--- src/rtl/apu_pkg.sv ---
// Shared APU constants: the NES length-counter lookup and the waveform-select encodings.
package apu_pkg;

    localparam logic [7:0] LENGTH_TABLE [0:31] = '{
        8'h0A, 8'hFE, 8'h14, 8'h02, 8'h28, 8'h04, 8'h50, 8'h06,
        8'hA0, 8'h08, 8'h3C, 8'h0A, 8'h0E, 8'h0C, 8'h1A, 8'h0E,
        8'h0C, 8'h10, 8'h18, 8'h12, 8'h30, 8'h14, 8'h60, 8'h16,
        8'hC0, 8'h18, 8'h48, 8'h1A, 8'h10, 8'h1C, 8'h20, 8'h1E
    };

    localparam logic WAVE_TRI = 1'b0;
    localparam logic WAVE_SAW = 1'b1;

endpackage

--- src/rtl/apu_length_counter.sv ---
// Length counter shared by the pulse, triangle and noise channels: table load, enable gating,
// halt and half-frame decrement.
module apu_length_counter
    import apu_pkg::*;
(
    input  logic       clk,
    input  logic       rst_n,
    input  logic       enable_half,
    input  logic       channel_enable,
    input  logic       length_halt,
    input  logic       load_strobe,
    input  logic [4:0] length_select,
    output logic [7:0] length,
    output logic       length_active
);

    logic [7:0] length_next;

    // A disabled channel ignores writes; a load beats a coincident decrement.
    always_comb begin
        length_next = length;
        if (!channel_enable) begin
            length_next = 8'd0;
        end else if (load_strobe) begin
            length_next = LENGTH_TABLE[length_select];
        end else if (enable_half && (length != 8'd0) && !length_halt) begin
            length_next = length - 8'd1;
        end
    end

    always_ff @(posedge clk) begin
        if (!rst_n) begin
            length        <= 8'd0;
            length_active <= 1'b0;
        end else begin
            length        <= length_next;
            length_active <= (length_next != 8'd0);
        end
    end

endmodule

--- src/rtl/triangle_channel.sv ---
// APU triangle channel: period timer, linear counter, step sequencer and registered DAC code,
// with sawtooth mode and ultrasonic muting.
module triangle_channel
    import apu_pkg::*;
#(
    parameter int TIMER_W   = 11,
    parameter int LINEAR_W  = 7,
    parameter int DAC_W     = 4,
    parameter int ULTRA_MIN = 2
) (
    input  logic                clk,
    input  logic                rst_n,
    input  logic                timer_tick,
    input  logic                enable_quarter,
    input  logic                enable_half,
    input  logic                channel_enable,
    input  logic                length_halt,
    input  logic [LINEAR_W-1:0] linear_preset,
    input  logic [TIMER_W-1:0]  timer_preset,
    input  logic [4:0]          length_select,
    input  logic                load_strobe,
    input  logic                wave_mode,
    output logic                length_active,
    output logic [DAC_W-1:0]    triangle_data
);

    localparam int SEQ_W = DAC_W + 1;
    localparam logic [TIMER_W-1:0] ULTRA_LIM = TIMER_W'(ULTRA_MIN);
    localparam logic [DAC_W-1:0]   DAC_MID   = DAC_W'(1 << (DAC_W - 1));

    logic [TIMER_W-1:0]  timer;
    logic                timer_event;
    logic [LINEAR_W-1:0] linear;
    logic                reload_flag;
    logic [SEQ_W-1:0]    seq;
    logic [7:0]          length;
    logic                ultrasonic;
    logic                seq_advance;
    logic [DAC_W-1:0]    data_next;

    apu_length_counter u_length (
        .clk            (clk),
        .rst_n          (rst_n),
        .enable_half    (enable_half),
        .channel_enable (channel_enable),
        .length_halt    (length_halt),
        .load_strobe    (load_strobe),
        .length_select  (length_select),
        .length         (length),
        .length_active  (length_active)
    );

    assign ultrasonic  = (timer_preset < ULTRA_LIM);
    assign seq_advance = timer_event && (linear != '0) && (length != 8'd0) && !ultrasonic;

    // timer_event only updates on a tick, so it stays valid across idle clocks.
    always_ff @(posedge clk) begin
        if (!rst_n) begin
            timer       <= '0;
            timer_event <= 1'b0;
        end else if (timer_tick) begin
            if (timer == '0) begin
                timer       <= timer_preset;
                timer_event <= 1'b1;
            end else begin
                timer       <= timer - TIMER_W'(1);
                timer_event <= 1'b0;
            end
        end
    end

    // A $400B write wins over a coincident quarter-frame clear of the reload flag.
    always_ff @(posedge clk) begin
        if (!rst_n) begin
            linear      <= '0;
            reload_flag <= 1'b0;
        end else begin
            if (enable_quarter) begin
                if (reload_flag) begin
                    linear <= linear_preset;
                end else if (linear != '0) begin
                    linear <= linear - LINEAR_W'(1);
                end
            end
            if (load_strobe) begin
                reload_flag <= 1'b1;
            end else if (enable_quarter && !length_halt) begin
                reload_flag <= 1'b0;
            end
        end
    end

    always_ff @(posedge clk) begin
        if (!rst_n) begin
            seq <= '0;
        end else if (seq_advance) begin
            seq <= seq + SEQ_W'(1);
        end
    end

    always_comb begin
        data_next = seq[DAC_W-1:0];
        if (ultrasonic) begin
            data_next = DAC_MID;
        end else begin
            case (wave_mode)
                WAVE_TRI: data_next = seq[DAC_W] ? seq[DAC_W-1:0] : ~seq[DAC_W-1:0];
                WAVE_SAW: data_next = seq[DAC_W:1];
            endcase
        end
    end

    always_ff @(posedge clk) begin
        if (!rst_n) begin
            triangle_data <= '1;
        end else begin
            triangle_data <= data_next;
        end
    end

endmodule

--- config.mk ---
export PLATFORM = sky130hd
export DESIGN_NAME = triangle_channel
export DESIGN_NICKNAME = d
export VERILOG_FILES = /design/src/rtl/apu_pkg.sv /design/src/rtl/apu_length_counter.sv /design/src/rtl/triangle_channel.sv
export SDC_FILE = /design/constraint.sdc
export NUM_CORES = 1
export LEC_CHECK = 0
export BUFFER_PORTS_ARGS = -buffer_cell sky130_fd_sc_hd__buf_2
export CORE_MARGIN = 8
export CORE_UTILIZATION = 50
export CTS_CLUSTER_SIZE = 20
export DETAILED_ROUTE_END_ITERATION = 6
export GPL_ROUTABILITY_DRIVEN = 0
export GPL_TIMING_DRIVEN = 0
export HOLD_SLACK_MARGIN = 0.1
export PLACE_DENSITY_LB_ADDON = 0.3
export SYNTH_ARGS = -nofsm -noshare
export SYNTH_HDL_FRONTEND = slang
export SYNTH_SLANG_ARGS = --single-unit
--- constraint.sdc ---
create_clock -name clk -period 6.1 [get_ports clk]
set_clock_uncertainty 0.05 [all_clocks]
set_input_delay 1.22 -clock clk [delete_from_list [all_inputs] [get_ports clk]]
set_output_delay 1.22 -clock clk [all_outputs]
set_load 0.01 [all_outputs]
==> reports/qor.yml, run 1 <==
cts:
  cts-root-buf: "clkbuf_8"
  clock_latency_ns: 0.29
  cts.sink_count: 38
  h-tree-depth: 2
  post_cts_buffers: 0
  cts_buffer_depth: 2
  numCtsBuffers: 5
  cts_tree: "built"
  cts-resized-gates: 0
  cts.clk_slew.worst_paths_ns: 0.08
  cts_hold_buf: 0
synth:
  synth_top_area_share_pct: 29.8
  synth_cell_types: 57
  syn_avg_cell_area_um2: 7.74
  synth-edff-count: 0
  synth.top_cells.by_area: "dfxtp_1 30%, a21oi_1 6.3%, ha_1 5.9%, nor2_1 5.1%, o21ai_0 3.7%"
  ys_seq_area_share_pct: 29.8
  ys.flop_type: "dfxtp_1"
  syn_area_mm2: 0.00255
  async_flop_share_pct: 0
  ys_seq_elements: 38
  synth_fp_nets: 374
  yosysWarnings: 0
  yosysTopAreaCell: "dfxtp_1"
  netlist_instances: 330
pwr:
  totalPowerFinal_uw: 818
  p_leak_nw: 1.19
  power_density_mw_per_mm2: 280
  irDropWorstVdd_mv: 0.171
setup_path:
  max_stage_delay_ns: 0.35
  path_cells: "buf_2 -> inv_1 -> ha_1 -> mux2_2 -> a32oi_1 -> o211ai_1 -> a311oi_2 -> a41oi_1"
  critPathArrivalTime_ns: 2.89
  worstSetupStartpointType: "primary input"
  worstPathRequired_ns: 6.21
  critPathKind: "in2reg"
  cp_max_fo: 8
  end_kind: "flop"
  slowest_stage: "a311oi_2"
route:
  firstDrtPassIters: 4
  drt_wl_total_um: 6360
  drt_iter0_drc: 142
  num_vias: 2544
  drc: 0
  wl_per_cell_um: 14.4
  via_per_inst: 5.76
  postRouteAntennaNets: 0
final_layout:
  fin_area_mm2: 0.00292
  n_antenna_cell: 0
  final_nets: 415
  drive_gt1_share_pct: 14.5
  area_growth_pct: 14.4
flow_run:
  cap_violations: 0
floorplan:
  ios: 37
  fp.coreArea_mm2: 0.00501
  die_y_um: 87.5
  initial_core_util_pct: 51.0
  die_x_um: 87.5
  rows: 26
  die_area_mm2: 0.00765
run_status:
  outcome: "completed"
timing:
  period_share_pct: 45.5
  finalSetupViolations: 0
  fmax_ghz: 0.360
  finalWorstSetupSlack_ns: 3.32
  period_minus_slack_ns: 2.78
  relSlewSlack_pct: 50.9
  slew_viol_final: 0
  rsz0062_at_grt: "no"
  fin_tns_setup_ns: 0
  max_slew.worst_pin.slew_ns: 0.729
  finalHoldViolCount: 0
  fin_worst_hold_slack_ns: 0.447
global_route:
  antenna_found_initial: 0
  grt_overflow_total: 0
  grtUsageTotal_pct: 17.2
  grt_pass1_wl_um: 10600
  grt_max_degree: 13
  grt_pass1_vias: 2401
placed_design:
  port_buffers: 34
  place_ws_ns: 3.04
  dp_hpwl_um: 4820
  place_area_mm2: 0.00281
min_path:
  hold_path_class: "reg2reg"
sequential cells by signal, summed over array words and instances, names as in the netlist:
name	flops
timer_event	1
linear	7
u_length.length	8
reload_flag	1
timer	11
seq	5
u_length.length_active	1
triangle_data	4
cells in the mapped netlist, types with 2 or more instances:
cell and n:
and2_1 3, nor3b_1 4, nand4_1 4, a31oi_1 2, clkbuf_1 14, or2_2 5, or3_1 8, ha_1 12
a211o_1 2, mux2i_1 9, nor2b_1 9, inv_1 20, a211oi_1 5, o211ai_1 3, nand3b_1 3, xor2_1 4
o21a_1 4, nor2_1 35, nand2b_1 9, o21ai_0 19, nand3_1 10, and3_1 4, or3b_2 2, mux2_2 3
a21oi_1 32, a22oi_1 5, a32oi_1 2, nor4_1 5, buf_1 2, o31ai_1 6, nor3_1 6, nand2_1 14
dfxtp_1 38, or4_1 4
placed cells by master (no fill, tap or decap), types with 4 or more instances in the layout:
cell | synthesis | final
dfxtp_1 | 38 | 38
nor2_1 | 35 | 35
buf_2 | 0 | 34
a21oi_1 | 32 | 32
inv_1 | 20 | 20
o21ai_0 | 19 | 19
clkbuf_1 | 14 | 15
nand2_1 | 14 | 14
ha_1 | 12 | 12
nand3_1 | 10 | 10
nand2b_1 | 9 | 9
nor2b_1 | 9 | 9
mux2i_1 | 9 | 9
or3_1 | 8 | 8
nor3_1 | 6 | 6
o31ai_1 | 6 | 6
nor4_1 | 5 | 5
or2_2 | 5 | 5
a22oi_1 | 5 | 5
a211oi_1 | 5 | 5
clkbuf_8 | 0 | 5
nor3b_1 | 4 | 4
nand4_1 | 4 | 4
and3_1 | 4 | 4
o21a_1 | 4 | 4
or4_1 | 4 | 4
xor2_1 | 4 | 4
path summary, 6_finish.rpt:
path	from	to	slack, ns	cells after the start
setup / recovery	length_select[0]	u_length.length_active	3.32	8
hold / removal	timer_event	timer_event	0.45	2
setup reg to reg	linear[0]	linear[1]	3.79	8
hold reg to reg	timer_event	timer_event	0.45	2
routing by layer:
layer / GRT usage [%] / part of all wire, %
met2: 28.4 / 47
met1: 21.3 / 46
met5: 0 / 0
met4: 5.16 / 1.8
met3: 4.06 / 4.7
through the flow:
stage | utilization, % | std cells
final | 58.3 | 442
after CTS | 58.3 | 442
after global routing | 58.3 | 442
after global placement | 56.1 | 434
after floorplan | - | 330
after detailed placement | 56.1 | 434
cell type report:
cell class | instances | area [um^2]
clock buffers | 6 | 72.6
well taps | 70 | 87.6
plain buffers | 16 | 60.1
repair buffers | 34 | 170
multi-input cells | 255 | 1650
inverters | 21 | 78.8
fillers | 491 | 2090
clock inverters | 2 | 37.5
flip-flops and latches | 38 | 761
critical path: cells and delay by family:
kind,cells,cell delay [ns]
AOI/OAI and AO/OA,4,0.81
adders and majority gates,1,0.32
buffers and inverters,2,0.29
muxes,1,0.27
power by group:
group	switching (mW)	leakage, nW	internal (mW)
logic	0.160	0.822	0.126
clock network	0.0929	0.0514	0.122
registers	0.0355	0.312	0.282
cells by family (layout without fill, tap and decap cells):
logic type,after synthesis,count (layout),synth area share [%]
buffers and inverters,37,79,5.44
xor gates and xnor gates,5,5,1.71
muxes,12,12,4.85
AOI/OAI and AO/OA,95,95,24.2
adders and majority gates,12,12,5.88
and+or+nand+nor,131,131,28.1
DFF,38,38,29.8
No activity file was read; power rests on OpenSTA's default activity.
==> run 2, diff against run 1 <==
Settings changed: ABC_AREA from default to 1.
Clock period 6.1 ns to 2.55 ns, I/O delays scaled along.
==> run 2 against run 1 <==
Worst setup slack worse by 2.7 ns. Clock power increased by 100%. Wire length down 0.77%. First-iteration DRC count up 47%. Flip-flop and latch count did not move. Die area rose by 4.4%. Highest routed layer unchanged.
==> reports/qor.yml, run 2 <==
setup_path:
  critPathArrivalTime_ns: 1.99  # -0.90 ns
  critPathKind: "reg2reg"
  cp.depth: 11  # +3
  r2r-start: "u_length.length[0]"
  reg2reg_slack_ns: 0.65  # -3.14 ns
  crit_buf_inv: 1  # -1
  crit_end: "u_length.length_active"
  cp_max_fo: 8  # unchanged
  path_delay_family: "simple AND/OR/NAND/NOR gates"
  r2r-end: "u_length.length_active"
  max_stage_delay_ns: 0.30  # -0.05 ns
  cp_common_cell: "nand2_1"
  end_kind: "flop"
  slowest_stage: "dfxtp_1"
  worstPathRequired_ns: 2.64  # -3.57 ns
  startpoint: "u_length.length[0]"
  worst_r2r_path_depth: 11  # +3
  path_cells: "inv_1 -> ha_1 -> nand3_1 -> o21bai_4 -> nand2_1 -> nand2_1 -> nand2_1 -> nand2_1 -> nand2_1 -> nor2_1 -> a21oi_1"
  worstSetupStartpointType: "flop"
synth:
  syn_area_mm2: 0.00269  # +5.3%
  syn_avg_cell_area_um2: 6.51  # -16%
  synth_top_area_share_pct: 28.3  # -1.5 points
  ys.flop_type: "dfxtp_1"
  synth.most_common_cell: "nand2_1"
  synth-edff-count: 0  # unchanged
  synth_fp_nets: 457  # +22%
  ys_seq_elements: 38  # unchanged
  netlist_instances: 413  # +25%
  yosysWarnings: 0  # unchanged
  synth_cell_types: 36  # -37%
  synth_common_cells: "120 x nand2_1, 41 x inv_1, 38 x dfxtp_1"
  ys_seq_area_share_pct: 28.3  # -1.5 points
  yosysTopAreaCell: "dfxtp_1"
  synth.top_cells.by_area: "dfxtp_1 28%, nand2_1 17%, inv_1 5.7%, ha_1 5.6%, nand3_1 5.6%"
  async_flop_share_pct: 0  # unchanged
flow_run:
  cap_violations: 0  # unchanged
floorplan:
  die_y_um: 89.4  # +2.2%
  initial_core_util_pct: 52.3  # +1.4 points
  die_x_um: 89.4  # +2.2%
  rows: 26  # unchanged
  fp.coreArea_mm2: 0.00514  # +2.6%
  die_area_mm2: 0.00798  # +4.4%
  ios: 37  # unchanged
timing:
  period_minus_slack_ns: 1.90
  relSlewSlack_pct: 62.4  # +11 points
  fin_tns_setup_ns: 0  # unchanged
  rsz0062_at_grt: "no"
  finalSetupViolations: 0  # unchanged
  fin_worst_hold_slack_ns: 0.425  # -0.0219 ns
  period_share_pct: 74.4
  fmax_ghz: 0.527
  finalHoldViolCount: 0  # unchanged
  slew_viol_final: 0  # unchanged
  max_slew.worst_pin.slew_ns: 0.565  # -0.165 ns
route:
  firstDrtPassIters: 5  # +1
  postRouteAntennaNets: 0  # unchanged
  drt_wl_total_um: 6310  # -0.77%
  num_vias: 2738  # +7.6%
  via_per_inst: 5.22  # -9.4%
  drt_iter0_drc: 209  # +47%
  drc: 0  # unchanged
  wl_per_cell_um: 12.0  # -16%
final_layout:
  top_regs: "timer: 11 flops, u_length.length: 8 flops, linear: 7 flops"
  final_cell_mix: "120 x nand2_1, 41 x inv_1, 38 x dfxtp_1, 37 x buf_2, 34 x nor2_1"
  area_growth_pct: 13.1
  largest_register_ffs: 11  # unchanged
  final_common_cell: "nand2_1"
  n_antenna_cell: 0  # unchanged
  final_nets: 498  # +20%
  drive_gt1_share_pct: 17.4  # +2.8 points
  register_area_um2: 761  # unchanged
  top_register: "timer"
  multi_input_area_mm2: 0.00168  # +1.7%
  instances_no_fill: 525  # +19%
  fillers: 503  # +2.4%
cts:
  cts-resized-gates: 0  # unchanged
  cts-root-buf: "clkbuf_8"
  clock_latency_ns: 0.29  # about the same
  numCtsBuffers: 5  # unchanged
  h-tree-depth: 2  # unchanged
  post_cts_buffers: 0  # unchanged
  cts.clk_slew.worst_paths_ns: 0.08  # about the same
  cts_buffer_depth: 2  # unchanged
  cts.sink_count: 38  # unchanged
  cts_tree: "built"
  cts_hold_buf: 0  # unchanged
run_status:
  outcome: "completed"
placed_design:
  port_buffers: 34  # unchanged
  dp_hpwl_um: 4900  # +1.5%
  place_inst: 517  # +19%
pwr:
  p_leak_nw: 1.42  # +20%
  totalPowerFinal_mw: 1.87  # +130%
  power_density_mw_per_mm2: 615  # +120%
  irDropWorstVdd_mv: 0.361  # +110%
global_route:
  grt_max_degree: 13  # unchanged
  grt_pass1_vias: 2557  # +6.5%
  antenna_found_initial: 0  # unchanged
  grt_overflow_total: 0  # unchanged
  grtUsageTotal_pct: 16.8  # -0.34 points
  grt_pass1_wl_um: 10800  # +1.6%
min_path:
  hold_path_class: "reg2reg"
[run 2: cell types whose count changed after synthesis, moves of 8 or more]
cell,delta
nor2b_1,-9
inv_1,+21
or3_1,-8
nand2b_1,-9
mux2i_1,-9
o21ai_1,+11
clkbuf_1,-9
nand3_1,+20
nand2_1,+106
[run 2: area by class of cell]
cell class              count  share of cell area, %
flip-flops and latches     38                   25.0
clock buffers               6                   2.71
inverters                  47                   5.80
multi-input cells         316                   55.3
plain buffers              12                   2.34
clock inverters             2                  0.411
repair buffers             34                   5.59
well taps                  70                   2.88
[run 2: worst min-delay path by stage]
stage,start,end,slack (ns),cells past startpoint
after floorplan,timer_event,timer_event,0.40,2
after global placement,timer_event,timer_event,0.41,2
after detailed placement,timer_event,timer_event,0.41,2
after CTS,linear_preset[4],linear[4],0.42,3
after global routing,timer_preset[8],timer[8],0.43,3
final,timer_event,timer_event,0.43,2
[run 2: routing by layer]
layer,track usage [%],vias to the layer above,part of all wire [%]
met5,0,-,0
met4,4.53,0,1.0
met3,4.23,8,6.4
met2,28.2,86,46
met1,20.7,1215,46
li1,-,1429,-
[run 2: worst min-delay path: cells and delay by family (launching register included)]
family / cells / cell delay, ns
simple gates: 1 / 0.06
flops: 1 / 0.31
compound gates: 1 / 0.06
[run 2: logic make-up after synthesis]
family          count (synthesis)  share of synthesized area [%]
buf+inv                        59                           9.21
fa+ha+maj                      12                           5.58
compound gates                 76                           17.1
simple gates                  215                           35.6
flops                          38                           28.3
xor+xnor                       13                           4.23
[run 2: power breakdown]
group | switching, mW | leakage [nW] | total (mW) | internal [mW]
clock | 0.218 | 0.0472 | 0.435 | 0.217
sequential | 0.0703 | 0.313 | 0.734 | 0.663
combinational | 0.414 | 1.06 | 0.702 | 0.288
[run 2: metrics by stage]
stage / setup slack (ns) / utilization (%) / area (um^2)
3_3_place_gp: 0.598 / 57.4 / 2950
4_1_cts: 0.626 / 59.2 / 3040
2_1_floorplan: 0.933 / - / 2690
5_1_grt: 0.436 / 59.2 / 3040
6_report: 0.652 / 59.2 / 3040
3_5_place_dp: 0.572 / 57.4 / 2950
